## src/rtl/opm_sample_fifo.sv

```systemverilog
// opm_sample_fifo
// Stereo sample buffer between the OPM sound core and the I2S DAC interface.
// Each incoming YM3012 floating-point pair is converted to 16-bit linear PCM
// when it is written. The converted pair is queued in a small FIFO. One pair is
// handed to the DAC side per next_sample pulse, which absorbs the rate mismatch
// between the OPM sample clock and LRCK.

module opm_sample_fifo #(
  parameter int DEPTH_LOG2       = 3,
  parameter int MUTE_ON_UNDERRUN = 0
) (
  input  logic                  clk,
  input  logic                  rst,
  input  logic                  in_valid,
  output logic                  in_ready,
  input  logic [12:0]           in_left,
  input  logic [12:0]           in_right,
  input  logic                  next_sample,
  output logic [23:0]           left_data,
  output logic [23:0]           right_data,
  output logic [DEPTH_LOG2:0]   level,
  output logic                  underrun,
  output logic                  overflow,
  input  logic                  clear_flags
);

  localparam int unsigned DEPTH = 2 ** DEPTH_LOG2;
  localparam logic [DEPTH_LOG2:0] FULL_LEVEL = DEPTH[DEPTH_LOG2:0];

  // One FIFO entry holds the already-converted pair: {left_lin16, right_lin16}.
  typedef struct packed {
    logic [15:0] left;
    logic [15:0] right;
  } pair_t;

  // YM3012 float {mant[9:0], exp[2:0]} to 16-bit two's-complement linear.
  // The mantissa is offset binary, so flipping its MSB gives a signed value.
  // exp=0 is a hard mute. The largest shift (exp=7, by 6) spans -32768..+32704,
  // so the result never needs saturation.
  function automatic logic [15:0] ym_to_lin(input logic [12:0] flt);
    logic [9:0]  mant;
    logic [2:0]  expo;
    logic [15:0] s16;
    mant = flt[12:3];
    expo = flt[2:0];
    s16  = {{6{~mant[9]}}, ~mant[9], mant[8:0]};
    if (expo == 3'd0) begin
      return 16'h0000;
    end
    return s16 << (expo - 3'd1);
  endfunction

  // ---------------------------------------------------------------------------
  // State
  // ---------------------------------------------------------------------------
  pair_t                 mem_q [DEPTH];
  logic [DEPTH_LOG2-1:0] wr_ptr_q,   wr_ptr_d;
  logic [DEPTH_LOG2-1:0] rd_ptr_q,   rd_ptr_d;
  logic [DEPTH_LOG2:0]   level_q,    level_d;
  pair_t                 out_q,      out_d;
  logic                  underrun_q, underrun_d;
  logic                  overflow_q, overflow_d;

  // Handshake decodes derived only from registered state and the inputs.
  logic  full;
  logic  empty;
  logic  push;
  logic  pop;
  logic  underrun_evt;
  logic  overflow_evt;
  pair_t wr_entry;
  pair_t head;

  // Decode push/pop and the flag-setting events for this cycle.
  always_comb begin
    full         = (level_q == FULL_LEVEL);
    empty        = (level_q == '0);
    // A full FIFO refuses the write even if a pop happens in the same cycle.
    // This keeps in_ready free of any combinational path from next_sample.
    push         = in_valid && !full;
    pop          = next_sample && !empty;
    underrun_evt = next_sample && empty;
    overflow_evt = in_valid && full;
    wr_entry     = '{left: ym_to_lin(in_left), right: ym_to_lin(in_right)};
    head         = mem_q[rd_ptr_q];
  end

  // Next-state for pointers and occupancy; pointers wrap modulo DEPTH.
  always_comb begin
    // NOTE: every always_comb output gets a default first so that no path
    // leaves it unassigned, otherwise synthesis infers a latch.
    wr_ptr_d = wr_ptr_q;
    rd_ptr_d = rd_ptr_q;
    level_d  = level_q;
    if (push) begin
      wr_ptr_d = wr_ptr_q + DEPTH_LOG2'(1);
    end
    if (pop) begin
      rd_ptr_d = rd_ptr_q + DEPTH_LOG2'(1);
    end
    unique case ({push, pop})
      2'b10:   level_d = level_q + (DEPTH_LOG2 + 1)'(1);
      2'b01:   level_d = level_q - (DEPTH_LOG2 + 1)'(1);
      default: level_d = level_q;
    endcase
  end

  // Next-state for the DAC-facing output register.
  always_comb begin
    out_d = out_q;
    if (pop) begin
      out_d = head;
    end else if (underrun_evt && (MUTE_ON_UNDERRUN != 0)) begin
      out_d = '0;
    end
  end

  // Next-state for the sticky flags; a set event beats a same-cycle clear.
  always_comb begin
    underrun_d = underrun_q;
    overflow_d = overflow_q;
    if (clear_flags) begin
      underrun_d = 1'b0;
      overflow_d = 1'b0;
    end
    if (underrun_evt) begin
      underrun_d = 1'b1;
    end
    if (overflow_evt) begin
      overflow_d = 1'b1;
    end
  end

  // Control and output registers, cleared asynchronously.
  always_ff @(posedge clk or posedge rst) begin
    // NOTE: sequential state uses non-blocking assignments, so every flop
    // samples its pre-edge inputs regardless of statement order.
    if (rst) begin
      wr_ptr_q   <= '0;
      rd_ptr_q   <= '0;
      level_q    <= '0;
      out_q      <= '0;
      underrun_q <= 1'b0;
      overflow_q <= 1'b0;
    end else begin
      wr_ptr_q   <= wr_ptr_d;
      rd_ptr_q   <= rd_ptr_d;
      level_q    <= level_d;
      out_q      <= out_d;
      underrun_q <= underrun_d;
      overflow_q <= overflow_d;
    end
  end

  // Sample storage, written on an accepted transfer.
  always_ff @(posedge clk) begin
    // NOTE: the storage array has no reset. Pointers and level define which
    // entries are valid, so stale contents are never observed. Leaving the
    // reset off also lets the array map onto plain RAM.
    if (push) begin
      mem_q[wr_ptr_q] <= wr_entry;
    end
  end

  // Outputs are driven straight from registered state.
  always_comb begin
    in_ready   = !full;
    level      = level_q;
    left_data  = {out_q.left, 8'h00};
    right_data = {out_q.right, 8'h00};
    underrun   = underrun_q;
    overflow   = overflow_q;
  end

endmodule

```

## config.mk

```make
export PLATFORM = sky130hd
export DESIGN_NAME = opm_sample_fifo
export DESIGN_NICKNAME = d
export VERILOG_FILES = /design/src/rtl/opm_sample_fifo.sv
export SDC_FILE = /design/constraint.sdc
export NUM_CORES = 1
export LEC_CHECK = 0
export BUFFER_PORTS_ARGS = -buffer_cell sky130_fd_sc_hd__buf_2
export CAP_MARGIN = 20
export CELL_PAD_IN_SITES_DETAIL_PLACEMENT = 2
export CELL_PAD_IN_SITES_GLOBAL_PLACEMENT = 2
export CORE_ASPECT_RATIO = 1.75
export CORE_UTILIZATION = 48
export DETAILED_ROUTE_END_ITERATION = 7
export GPL_ROUTABILITY_DRIVEN = 0
export PLACE_DENSITY = 0.91
export SYNTH_ARGS = -nofsm -noshare
export SYNTH_HDL_FRONTEND = slang
export SYNTH_SLANG_ARGS = --single-unit
```

## constraint.sdc

```tcl
create_clock -name clk -period 8.57 [get_ports clk]
set_clock_uncertainty 0.2 [all_clocks]
set_input_delay 0 -clock clk [delete_from_list [all_inputs] [get_ports clk]]
set_output_delay 0 -clock clk [all_outputs]
set_load 0.02 [all_outputs]
```

# [Word level (Yosys, flattened, before mapping)]
# Memory sizes are Yosys's and may differ from the RTL's. A register that Yosys moved wholly into a read port is not among the register bits.
# Index checks and enable logic that the tools add are counted.
[word_totals] register_bits=12 ram_bits=256 inputBits=31 elab_cells=43 mem_count=1
[mem_list] memory="mem_q" words=8 word_bits=32 rd=1 rd_clocked_by_memory_dff=1 wr=1 line="56" rtl="pair_t mem_q [DEPTH];"
[classes] addsub=6 n_eq_ne=3 shift=2 n_mux=12 bitwise=2 n_reduce_logical=12
[ops] cell="$mux 16" count=4
[ops] cell="$shl 16x3->16" count=2
[ops] cell="$pmux 4 s2" count=1
[ops] cell="$mux 1" count=7
[ops] cell="$add 3x1->3 const B" count=2
[ops] cell="$logic_not 3->1" count=2
[ops] cell="$reduce_bool 2->1" count=3
[ops] cell="$sub 3x1->3 const B" count=2
[ops] cell="$add 4x1->4 const B" count=1
[ops] cell="$eq 4x4->1 const B" count=1
[ops] cell="$logic_and 1x1->1" count=4
[ops] cell="$logic_not 4->1" count=1
[ops] cell="$sub 4x1->4 const B" count=1
[ops] cell="$eq 2x1->1 const B" count=1
[ops] cell="$eq 2x2->1 const B" count=1
[ops] cell="$logic_not 1->1" count=2
[ops] cell="$not 1->1" count=2

# [Longest topological paths before layout]
[logic_depth] word_depth=5 ltp_mapped=11 ltp_nobuf=10

# [Worst setup path after synthesis]
# Ideal clock, no wire load.
[synth_timing] path_kind="flip-flop to flip-flop" startpoint="reg level_q[2] (netlist: level[2])" endpoint="mem mem_q[1][0] in the netlist's numbering, enable pin" setup_time_ps=461 arrival_time_ps=3447 setup_slack_ps=4462 path_stages_with_launch=6 path_buffers=1 synth_period_minus_slack_ps=4108 cell_sequence="dfrtp_1 > clkbuf_1 > or4b_4 > and2_4 > nand2_1 > nor3_1"
[synth_between] elab_chain_len=5
[synth_lines] item="start, declared" line="59" rtl="logic [DEPTH_LOG2:0] level_q, level_d;"
[synth_lines] item="start signal, assigned" line="148" rtl="level_q <= level_d;"
[synth_lines] item="$eq 4x4->1" line="76" rtl="full = (level_q == FULL_LEVEL);"
[synth_lines] item="$logic_not 1->1"
[synth_lines] item="named net in_ready" line="15" rtl="output logic in_ready,"
[synth_lines] item="$logic_and 1x1->1" line="80" rtl="push = in_valid && !full;"
[synth_lines] item="$mux 1" line="160" rtl="if (push) begin"
[synth_lines] item="$mux 1 (implied by the code)" line="161" rtl="mem_q[wr_ptr_q] <= wr_entry;"
[synth_lines] item="end, declared" line="56"
# The timed path passes the listed nets, and every way through them passes these cells.

# [Final worst setup path]
[layout_timing] startpoint="reg level_q[0] (netlist: level[0])" endpoint="reg level_q[2] (netlist: level[2])"
[layout_between] elab_chain_len=5 elab_cells_between_ends=12 classes_between="add/sub: 2; eq/ne: 3; mux: 1; reduce/logical: 6"
[layout_lines] item="$logic_not 4->1 (*)" line="77" rtl="empty = (level_q == '0);"
[layout_lines] item="$logic_not 1->1 (*)" line="81" rtl="pop = next_sample && !empty;"
[layout_lines] item="$logic_and 1x1->1 (*)" line="81"
[layout_lines] item="named net pop" line="68" rtl="logic pop;"
[layout_lines] item="$eq 2x1->1 / $eq 2x2->1 (equally long branches)" line="101" rtl="unique case ({push, pop})"
[layout_lines] item="$pmux 4 s2 / $reduce_bool 2->1 (equally long branches)"
# The timed path passes the listed nets; every way through them passes the cells marked *.
# A chain may end at the register's enable or synchronous reset.

==> key figures <==
Status
  • Status: finished with violations
  • Violations in the final reports: negative hold slack

Yosys
  • Leading post-synthesis cells by cell area: sky130_fd_sc_hd__edfxtp_1 (60%), sky130_fd_sc_hd__dfrtp_1 (8.6%), sky130_fd_sc_hd__mux2i_1 (6.9%)
  • Dominant cell type by area after synthesis: sky130_fd_sc_hd__edfxtp_1
  • Number of enable flip-flop cells after synthesis: 256
  • Commonest cells in the netlist: sky130_fd_sc_hd__edfxtp_1 (256), sky130_fd_sc_hd__mux2i_1 (88), sky130_fd_sc_hd__nand2_1 (74)
  • Dominant cell by count in the synthesized netlist: sky130_fd_sc_hd__edfxtp_1
  • Count of different cell masters after synthesis: 48
  • Yosys top cell area share: 60.38%
  • Synthesized cell area: 0.01273 sq mm
  • Dominant register cell in the synthesized netlist: sky130_fd_sc_hd__edfxtp_1
  • Syn. warnings: 0
  • Async SR Flop Fraction: 14.67%
  • Count of state elements after synthesis: 300
  • Mean post-synth cell area: 15.21 sq um
  • Part of the Yosys area used for sequential elements: 69.03%
  • Cells after synthesis: 837

Pwr
  • Cell leakage power: 5.353 nW
  • Power density cells: 340.9 mW/mm^2
  • P_int: 0.003203 W
  • Proportion of power drawn by flip-flops and latches: 43.6%
  • Overall power after layout: 0.004896 W
  • Maximum vdd ir drop: 196.8 uV
  • Share of total power in the clock network: 25.7%
  • Switching power as a share of total power: 34.58%
  • Switching power: 0.001693 W
  • Share of power burned in combinational logic: 30.7%

Floorplanning
  • Total core area: 0.02596 sq mm
  • Die ar.: 0.02720 sq mm
  • Die Span X: 125.1 um
  • Boundary Pins: 86
  • Starting utilization of the core area: 49.04%
  • Number of cell rows: 78
  • Height of the chip: 217.4 um

Setup path
  • Slack of the worst reg-to-reg path: 5.38 ns
  • CP Class: reg2reg
  • Arr. time, crit path: 3.41 ns
  • Worst Reg-to-Reg Cells: 10
  • Critical-path maximum fanout: 67
  • R2r startpoint: level[0]
  • Data required, critical path: 8.80 ns
  • Critical Path Start Type: flop
  • Category of the worst setup path capture point: flop
  • Crit Reg-Reg Endpoint: level[2]

GRT
  • Overall track demand over capacity in global routing: 27.34%
  • Overflow left after global routing: 0
  • Wire length of the first global-routing pass: 54.57 mm
  • Antenna violations before repair: 0
  • Vias in the first global route: 8618
  • Pin count of the biggest net entering global routing: 78

Placement
  • Number of instances in the placed design: 1190
  • DP HPWL: 22.03 mm
  • Number of port buffers: 69

Drt
  • Via density per instance: 6.122
  • Number of DRC violations after detailed routing: 0
  • ANT nets after route: 0
  • Vias: 7683
  • Wire length after detailed routing: 36.14 mm
  • Count of routing violations after the opening detailed-route iteration: 577
  • Pre-antenna DRT Iters: 7
  • Avg WL per Cell: 28.80 um

Cells and area
  • Area growth from synthesis to layout: 12.83%
  • Fill cell count: 2292
  • Share of layout cells above drive strength 1: 23.53%
  • Area taken by flip-flops and latches: 0.008792 sq mm
  • Antenna Cells: 0
  • Final nets: 955
  • Post-layout instance count excluding filler cells: 1255
  • Multi-input gate area: 0.003613 sq mm

Timing
  • Final critical delay including setup and external delays: 3.187 ns
  • Worst slew slack as a fraction of its limit: 28.30%
  • Transition at the pin with the smallest max-transition slack: 1.073 ns
  • Final hold violation count: 1
  • Worst hold-check slack: -0.001739 ns
  • Setup_tns: 0 ns
  • Setup-failing EPs final: 0
  • RSZ-0062 raised after global routing: false
  • Share of the clock period used by the worst path after layout: 37.19%
  • Count of final max-slew check failures: 0
  • Max Fclk: 0.3137 GHz

Worst hold path
  • HP Class: in2async

Run
  • Max-capacitance violation count: 0

CTS
  • Clock transition at path regs: 0.07 ns
  • Clock Latency Late Sink: 0.55 ns
  • Number of sinks on the clock net: 300
  • H-tree level count: 1
  • Buffer depth of the longest clock path: 3
  • Clk Tree Root Cell: sky130_fd_sc_hd__clkbuf_16
  • Num CTS Buffers: 27
  • CTS tree: built
  • Total setup buffers inserted after CTS: 0
  • Post-CTS sizing: 0
cell type report:
cell class                      instances  area share [%]
Clock buffer                           32           5.044
Clock inverter                         17           1.272
Sequential cell                       300           61.21
Multi-Input combinational cell        477           25.16
Timing Repair Buffer                   97           4.216
Tap cell                              320           2.787
Inverter                               12          0.3136
registers in the layout (all words and copies together), names as in the netlist:
register    cells
mem_q         256
left_data      16
right_data     16
level           4
rd_ptr_q        3
wr_ptr_q        3
overflow        1
underrun        1
placed cells by master (no fill, tap or decap), drive strengths merged, types with 12 or more instances in the layout:
cell	synthesis	final
o221ai	24	24
a22oi	21	21
nor2	20	20
clkbuf	17	34
buf	46	82
edfxtp	256	256
o22ai	16	16
o21ai	64	64
dlygate4sd3	0	13
mux2i	88	88
nand2	74	74
dfrtp	44	44
mux2	69	69
conb	1	16
inv	12	12
clkinv	0	13
how the worst max path moves through the flow:
| stage | startpoint | end | slack [ns] | depth (start not counted) |
|---|---|---|---|---|
| 2_1_floorplan | level[2] | mem_q[1][0] | 4.46 | 5 |
| 3_3_place_gp | rd_ptr_q[0] | right_data[15] | 5.46 | 5 |
| 3_5_place_dp | in_right[0] | mem_q[6][1] | 5.14 | 6 |
| 4_1_cts | rd_ptr_q[0] | left_data[22] | 5.19 | 5 |
| 5_1_grt | level[0] | level[2] | 5.15 | 10 |
| 6_report | level[0] | level[2] | 5.38 | 10 |
metrics by stage:
step	worst slack [ns]	util, %	instance area, sq um
5_1_grt	5.153	55.33	14360
4_1_cts	5.193	55.18	14320
3_5_place_dp	5.137	51.18	13290
6_report	5.383	55.33	14360
2_1_floorplan	4.462	-	12790
3_3_place_gp	5.459	51.18	13290
power groups by stage:
stage	Combinational, W	Sequential [W]	Clock (W)
6_report	0.00150	0.00213	0.00126
5_1_grt	0.00160	0.00216	0.00132
4_1_cts	0.00151	0.00214	0.00127
3_5_place_dp	0.00149	0.00216	0
3_3_place_gp	0.00138	0.00212	0
2_1_floorplan	0.000976	0.00215	0
critical path, cell delays in order (launching register included):
cell and delay, ns:
sky130_fd_sc_hd__dfrtp_1 0.50, sky130_fd_sc_hd__o41ai_4 0.38, sky130_fd_sc_hd__buf_4 0.67, sky130_fd_sc_hd__inv_2 0.13
sky130_fd_sc_hd__ha_1 0.29, sky130_fd_sc_hd__xor2_1 0.17, sky130_fd_sc_hd__ha_1 0.19, sky130_fd_sc_hd__a21oi_1 0.14
sky130_fd_sc_hd__xor2_1 0.17, sky130_fd_sc_hd__nor2_1 0.06, sky130_fd_sc_hd__xor2_1 0.14
cells by family after synthesis:
kind of cell / after synthesis / synth area share, %
XOR/XNOR: 8 / 0.5504
other: 1 / 0.02946
adder cells (fa/ha/maj): 9 / 0.8845
flip-flops: 300 / 69.03
AO/OA/AOI/OAI: 157 / 8.413
multiplexers: 158 / 13.20
buffers and inverters: 75 / 3.341
AND/OR/NAND/NOR: 129 / 4.550
per-layer routing:
metal	vias up	track usage [%]	share of wire (%)
li1	3341	-	-
met1	4040	32.41	39
met2	238	51.42	54
met3	64	2.306	4.0
met4	0	10.00	3.0
met5	-	0	0
timing repair:
item / 4_1_cts / 5_1_grt
hold buffers: 13 / 0
hold endpoints to repair: 138 / 0
setup endpoints to repair: 0 / 0
Power figures use the tool's default switching activity.
